### src/rtl/uart_pkg.sv
`default_nettype none
// ============================================================================
// Module      : uart_pkg
// Description : Shared UART buffer definitions (data width, buffer FSM states)
// Revision    : 1.0 - initial release
// ============================================================================
package uart_pkg;

  localparam int UART_DATA_W = 8;

  // Presentation FSM shared by the tx- and rx-side buffers
  typedef enum logic [0:0] {
    IDLE = 1'b0,
    SEND = 1'b1
  } uart_buf_state_e;

endpackage : uart_pkg
`default_nettype wire

### src/rtl/uart_sync_fifo.sv
`default_nettype none
// ============================================================================
// Module      : uart_sync_fifo
// Description : Generic circular-buffer FIFO with push/pop/flush and a
//               separate level counter. Read data is mem[rd_ptr] (show-ahead).
// Revision    : 1.0 - initial release
// ============================================================================
module uart_sync_fifo #(
  parameter  int DEPTH  = 16,
  parameter  int DATA_W = 8,
  localparam int PTR_W  = $clog2(DEPTH),
  localparam int LVL_W  = $clog2(DEPTH) + 1
) (
  input  logic              clk,
  input  logic              rstn_i,
  input  logic              flush_i,
  input  logic              push_i,
  input  logic [DATA_W-1:0] push_data_i,
  input  logic              pop_i,
  output logic [DATA_W-1:0] pop_data_o,
  output logic [LVL_W-1:0]  level_o,
  output logic              empty_o,
  output logic              full_o
);

  localparam logic [LVL_W-1:0] c_LVL_FULL = LVL_W'(DEPTH);

  logic [DATA_W-1:0] r_mem [DEPTH];
  logic [PTR_W-1:0]  r_wr_ptr;
  logic [PTR_W-1:0]  r_rd_ptr;
  logic [LVL_W-1:0]  r_level;
  logic              w_push;
  logic              w_pop;

  // Flush wins over everything; a push only lands when there is room
  assign w_push = push_i & ~full_o  & ~flush_i;
  assign w_pop  = pop_i  & ~empty_o & ~flush_i;

  assign pop_data_o = r_mem[r_rd_ptr];
  assign level_o    = r_level;
  assign empty_o    = (r_level == '0);
  assign full_o     = (r_level == c_LVL_FULL);

  // Storage array: no reset needed, contents are only read when level > 0
  always_ff @(posedge clk) begin
    if (w_push) begin
      r_mem[r_wr_ptr] <= push_data_i;
    end
  end

  // Pointers wrap naturally at DEPTH (power of two)
  always_ff @(posedge clk or negedge rstn_i) begin
    if (!rstn_i) begin
      r_wr_ptr <= '0;
      r_rd_ptr <= '0;
    end else if (flush_i) begin
      r_wr_ptr <= '0;
      r_rd_ptr <= '0;
    end else begin
      if (w_push) r_wr_ptr <= r_wr_ptr + PTR_W'(1);
      if (w_pop)  r_rd_ptr <= r_rd_ptr + PTR_W'(1);
    end
  end

  // Level counter: simultaneous push and pop leave it unchanged
  always_ff @(posedge clk or negedge rstn_i) begin
    if (!rstn_i) begin
      r_level <= '0;
    end else if (flush_i) begin
      r_level <= '0;
    end else begin
      unique case ({w_push, w_pop})
        2'b10:   r_level <= r_level + LVL_W'(1);
        2'b01:   r_level <= r_level - LVL_W'(1);
        default: r_level <= r_level;
      endcase
    end
  end

endmodule : uart_sync_fifo
`default_nettype wire

### src/rtl/uart_tx_fifo.sv
`default_nettype none
// ============================================================================
// Module      : uart_tx_fifo
// Description : Transmit buffer in front of the UART transmitter. Bytes are
//               queued through a valid/ready port, popped into a holding
//               register and held stable on tx_data_o/tx_valid_o for a whole
//               frame, then retired on the transmitter's tx_done_i pulse.
// Revision    : 1.0 - initial release
// ============================================================================
module uart_tx_fifo
  import uart_pkg::*;
#(
  parameter  int DEPTH  = 16,
  parameter  int DATA_W = UART_DATA_W,
  localparam int LVL_W  = $clog2(DEPTH) + 1
) (
  input  logic              clk,
  input  logic              rstn_i,
  input  logic [DATA_W-1:0] wr_data_i,
  input  logic              wr_valid_i,
  output logic              wr_ready_o,
  input  logic              flush_i,
  output logic [DATA_W-1:0] tx_data_o,
  output logic              tx_valid_o,
  input  logic              tx_done_i,
  output logic [LVL_W-1:0]  level_o,
  output logic              empty_o,
  output logic              full_o,
  output logic              busy_o,
  output logic              overflow_o
);

  uart_buf_state_e   r_state;
  logic [DATA_W-1:0] r_tx_data;
  logic              r_tx_valid;
  logic              r_overflow;

  logic [DATA_W-1:0] w_pop_data;
  logic [LVL_W-1:0]  w_level;
  logic              w_empty;
  logic              w_full;
  logic              w_push;
  logic              w_pop;

  // Ready comes from the registered full flag only, never from this cycle's pop
  assign wr_ready_o = ~w_full;
  assign w_push     = wr_valid_i & ~w_full & ~flush_i;

  // Load the holding register when idle, or back-to-back when a frame ends
  assign w_pop = ~flush_i & ~w_empty &
                 ((r_state == IDLE) | ((r_state == SEND) & tx_done_i));

  uart_sync_fifo #(
    .DEPTH  (DEPTH),
    .DATA_W (DATA_W)
  ) u_fifo (
    .clk         (clk),
    .rstn_i      (rstn_i),
    .flush_i     (flush_i),
    .push_i      (w_push),
    .push_data_i (wr_data_i),
    .pop_i       (w_pop),
    .pop_data_o  (w_pop_data),
    .level_o     (w_level),
    .empty_o     (w_empty),
    .full_o      (w_full)
  );

  // Presentation FSM with registered tx_valid/tx_data (holding register)
  always_ff @(posedge clk or negedge rstn_i) begin
    if (!rstn_i) begin
      r_state    <= IDLE;
      r_tx_valid <= 1'b0;
      r_tx_data  <= '0;
    end else if (flush_i) begin
      r_state    <= IDLE;
      r_tx_valid <= 1'b0;
    end else begin
      case (r_state)
        IDLE: begin
          if (w_pop) begin
            r_tx_data  <= w_pop_data;
            r_tx_valid <= 1'b1;
            r_state    <= SEND;
          end
        end
        SEND: begin
          if (w_pop) begin
            r_tx_data <= w_pop_data;
          end else if (tx_done_i) begin
            r_tx_valid <= 1'b0;
            r_state    <= IDLE;
          end
        end
        default: begin
          r_state    <= IDLE;
          r_tx_valid <= 1'b0;
        end
      endcase
    end
  end

  // Sticky overflow: a write attempted while full; cleared only by flush/reset
  always_ff @(posedge clk or negedge rstn_i) begin
    if (!rstn_i) begin
      r_overflow <= 1'b0;
    end else if (flush_i) begin
      r_overflow <= 1'b0;
    end else if (wr_valid_i & w_full) begin
      r_overflow <= 1'b1;
    end
  end

  assign tx_data_o  = r_tx_data;
  assign tx_valid_o = r_tx_valid;
  assign busy_o     = r_tx_valid;
  assign overflow_o = r_overflow;
  assign level_o    = w_level;
  assign empty_o    = w_empty;
  assign full_o     = w_full;

endmodule : uart_tx_fifo
`default_nettype wire
### config.mk
export PLATFORM = sky130hd
export DESIGN_NAME = uart_tx_fifo
export DESIGN_NICKNAME = d
export VERILOG_FILES = /design/src/rtl/uart_pkg.sv /design/src/rtl/uart_sync_fifo.sv /design/src/rtl/uart_tx_fifo.sv
export SDC_FILE = /design/constraint.sdc
export NUM_CORES = 1
export LEC_CHECK = 0
export ABC_AREA = 1
export CAP_MARGIN = 20
export CORE_MARGIN = 4
export CORE_UTILIZATION = 50
export DETAILED_ROUTE_END_ITERATION = 12
export DONT_BUFFER_PORTS = 1
export GPL_TIMING_DRIVEN = 0
export PLACE_DENSITY = 0.68
export SLEW_MARGIN = 20
export SYNTH_ARGS = -nofsm -noshare
export SYNTH_HDL_FRONTEND = slang
export SYNTH_SLANG_ARGS = --single-unit
export TNS_END_PERCENT = 100
### constraint.sdc
create_clock -name clk -period 5.2 [get_ports clk]
set_input_delay 1.3 -clock clk [delete_from_list [all_inputs] [get_ports clk]]
set_output_delay 1.3 -clock clk [all_outputs]
set_load 0.02 [all_outputs]
==> results of run 1 <==
==> worst max-delay path: stages, from the launching register on <==
cell and delay, ns:
dfrtp_1 0.49, nor2_1 0.22, nand3_1 0.32, inv_1 0.29
==> power breakdown <==
group	switching (W)	internal [W]
clock	0.000466	0.000846
sequential	0.000121	0.00141
combinational	0.000707	0.000332
==> registers in the layout, summed over array words and instances, names as in the netlist <==
register / cells
busy_o: 1
overflow_o: 1
u_fifo.r_mem: 128
u_fifo.r_rd_ptr: 4
r_state: 1
tx_data_o: 8
u_fifo.r_wr_ptr: 4
u_fifo.level_o: 5
==> kinds of logic after synthesis <==
logic type      Yosys count
compound gates           26
buf+inv                  82
fa+ha+maj                 9
flops                   152
simple gates            385
xor+xnor                  2
==> final timing paths <==
path	cells past startpoint	to	slack, ns	start
worst max-delay path	3	full_o	2.16	u_fifo.level_o[3]
max in group asynchronous	0	u_fifo.level_o[4]	4.55	rstn_i
worst min register to register	1	busy_o	0.50	r_state
worst max register to register	14	u_fifo.level_o[4]	2.68	u_fifo.level_o[3]
worst min-delay path	1	busy_o	0.50	r_state
min in group asynchronous	0	u_fifo.r_wr_ptr[0]	0.57	rstn_i
==> final cells by class <==
cell class | instances | area [µm²]
buffer | 29 | 194
clock buffer | 18 | 429
tap | 176 | 220
fill | 1097 | 5620
inverter | 53 | 206
clock inverter | 13 | 203
multi-input combinational | 422 | 1870
sequential | 152 | 4440
==> routing by layer <==
layer | wire length [µm] | global-route usage | part of all wire | vias to the layer above
li1 | - | - | - | 2185
met1 | 6240 | 0.275 | 0.41 | 2186
met2 | 7500 | 0.337 | 0.49 | 170
met3 | 1100 | 0.0468 | 0.072 | 23
met5 | 0 | 0 | 0 | -
met4 | 358 | 0.0879 | 0.024 | 0
==> stage by stage <==
step | instances | setup slack (ns)
2_1_floorplan | 656 | 2.32
3_3_place_gp | 832 | 2.18
3_5_place_dp | 832 | 2.16
4_1_cts | 863 | 2.14
5_1_grt | 863 | 2.09
6_report | 863 | 2.16
==> placed cells by master, fill, tap and decap left out <==
| master | n |
|---|---|
| bufinv_16 | 5 |
| buf_4 | 6 |
| clkinv_2 | 4 |
| fa_1 | 1 |
| inv_6 | 2 |
| nor2_1 | 41 |
| o21ai_0 | 13 |
| buf_1 | 1 |
| a21oi_1 | 9 |
| nor2_4 | 1 |
| nand3_1 | 72 |
| clkinvlp_4 | 2 |
| o21ai_1 | 2 |
| buf_6 | 6 |
| nand2_4 | 4 |
| clkbuf_1 | 3 |
| edfxtp_1 | 128 |
| nor3_1 | 1 |
| nand3b_1 | 1 |
| inv_1 | 46 |
| xnor2_1 | 2 |
| clkinv_1 | 2 |
| ha_1 | 8 |
| inv_2 | 3 |
| nand2_1 | 263 |
| buf_2 | 14 |
| nand2_2 | 1 |
| clkinv_4 | 1 |
| inv_4 | 1 |
| clkbuf_16 | 17 |
| dfrtp_1 | 24 |
| a21oi_2 | 2 |
| nand3_4 | 1 |
==> qor.yml, run 1 <==
yosys:
  syn_nets: 678
  synth_edf_count: 128
  synth.area.top_cells: "edfxtp_1 (57%), nand2_1 (15%), dfrtp_1 (8.9%)"
  synth.mux.area_fraction: 0
  synth.yosys.seq_area_share: 0.662
  synth_top_family_by_area: "simple AND/OR/NAND/NOR gates"
  synth_fa_ha_area_frac: 0.0179
  synth_common_cells: "nand2_1 (263), edfxtp_1 (128), nand3_1 (72)"
  yosys.area_share.simple: 0.237
  synth-main-ff-cell: "edfxtp_1"
  synth_compound_area_frac: 0.0205
  synth.cell_area_mm2: 0.00671
  netlist_instances: 656
  async_reset_ff_frac: 0.158
  yosysTopAreaCellShare: 0.572
  ys_seq_elements: 152
  yosys_warnings: 0
  avgSynthCellArea_um2: 10.2
  synth_most_common_cell: "nand2_1"
  ys_types: 28
  yosysTopAreaCell: "edfxtp_1"
  synth_xor_area_frac: 0.00261
grt:
  grt_max_degree: 25
  grt_pass1_vias: 4279
  antenna_found_initial: 0
  grt-ovfl-total: 0
  grt_first_pass_wirelength_um: 23100
  grt_use_total: 0.209
critical_path:
  cp.arrival_ns: 1.74
  end_kind: "primary output"
  worstSetupPathType: "register to primary output"
  cp_max_fo: 4
  cp.required_ns: 3.90
  cp-start-kind: "register"
timing:
  slew_violations: 0
  worst_hold_slack_ns: 0.501
  slew_headroom: 0.478
  fin_tns_setup_ns: 0
  finalCritPeriodShare: 0.586
  setup_viol: 0
  fin_worst_skew_ns: 0.00692
  finalHoldViolCount: 0
  rsz0062_at_grt: "no"
  min_period_ns: 3.04
  fmax_mhz: 328
  tightest_slew_ns: 0.781
routing:
  finalWirelength_um: 15200
  route.vias.total: 4564
  drt_iter0_drc: 440
  wire_per_inst_um: 17.6
  ant_nets: 0
  drc: 0
  via_per_inst: 5.29
  dr.pass1.iters: 5
clock_tree:
  cts_tree: "yes"
  cts_buffer_depth: 2
  postCtsResizedCells: 0
  hold_buffers: 0
  cts_buffers: 17
  post_cts_buffers: 0
  htreeDepth: 4
  clock-sinks: 152
  path_clk_slew_ns: 0.06
  clkLatencyLatePin_ns: 0.42
  clock-root-buffer: "clkbuf_16"
placement:
  gp_congestion: 0.882
  dpl.hpwl_um: 10300
  postPlaceCellArea_mm2: 0.00693
  portBuffers: 0
finish:
  design_area_mm2: 0.00757
  antenna_cells: 0
  syn2layout_area_growth_pct: 12.7
  final_layout_size_suffix_gt1_frac: 0.102
  final_nets: 697
  finish.utilization: 0.574
worst_hold_path:
  hold_class: "register to register"
power_and_ir_drop:
  p_per_area_mw_per_mm2: 513
  power_w: 0.00388
  leakagePower_nw: 3.18
  peakVddDrop_mv: 0.346
run:
  timing.max_cap.violations: 0
die:
  die_w_um: 124
  fp.dieH_um: 124
  dieArea_mm2: 0.0153
  row_count: 42
  initial_core_util: 0.509
  ioPinCount: 32
  core-area_mm2: 0.0132
status:
  status: "finished clean"
(Power assumes the default switching activity.)
==> run 2: changes to the inputs <==
==> constraint.sdc (replaced) <==
create_clock -name clk -period 3.1 [get_ports clk]
set_input_delay 0.775 -clock clk [delete_from_list [all_inputs] [get_ports clk]]
set_output_delay 0.775 -clock clk [all_outputs]
set_load 0.02 [all_outputs]
==> results of run 2 <==
Same layout as run 1 (identical final DEF). Status: finished clean.
Among the figures that moved: setup slack after placement 2.16 ns -> 0.585 ns; setup slack after layout 2.16 ns -> 0.579 ns; hold slack 0.501 ns -> 0.0476 ns; end point of the critical path full_o -> u_fifo.level_o[4]; register-to-register setup slack 2.68 ns -> 0.58 ns; total power 0.00388 W -> 0.00651 W; worst IR drop on VDD 0.346 mV -> 0.581 mV
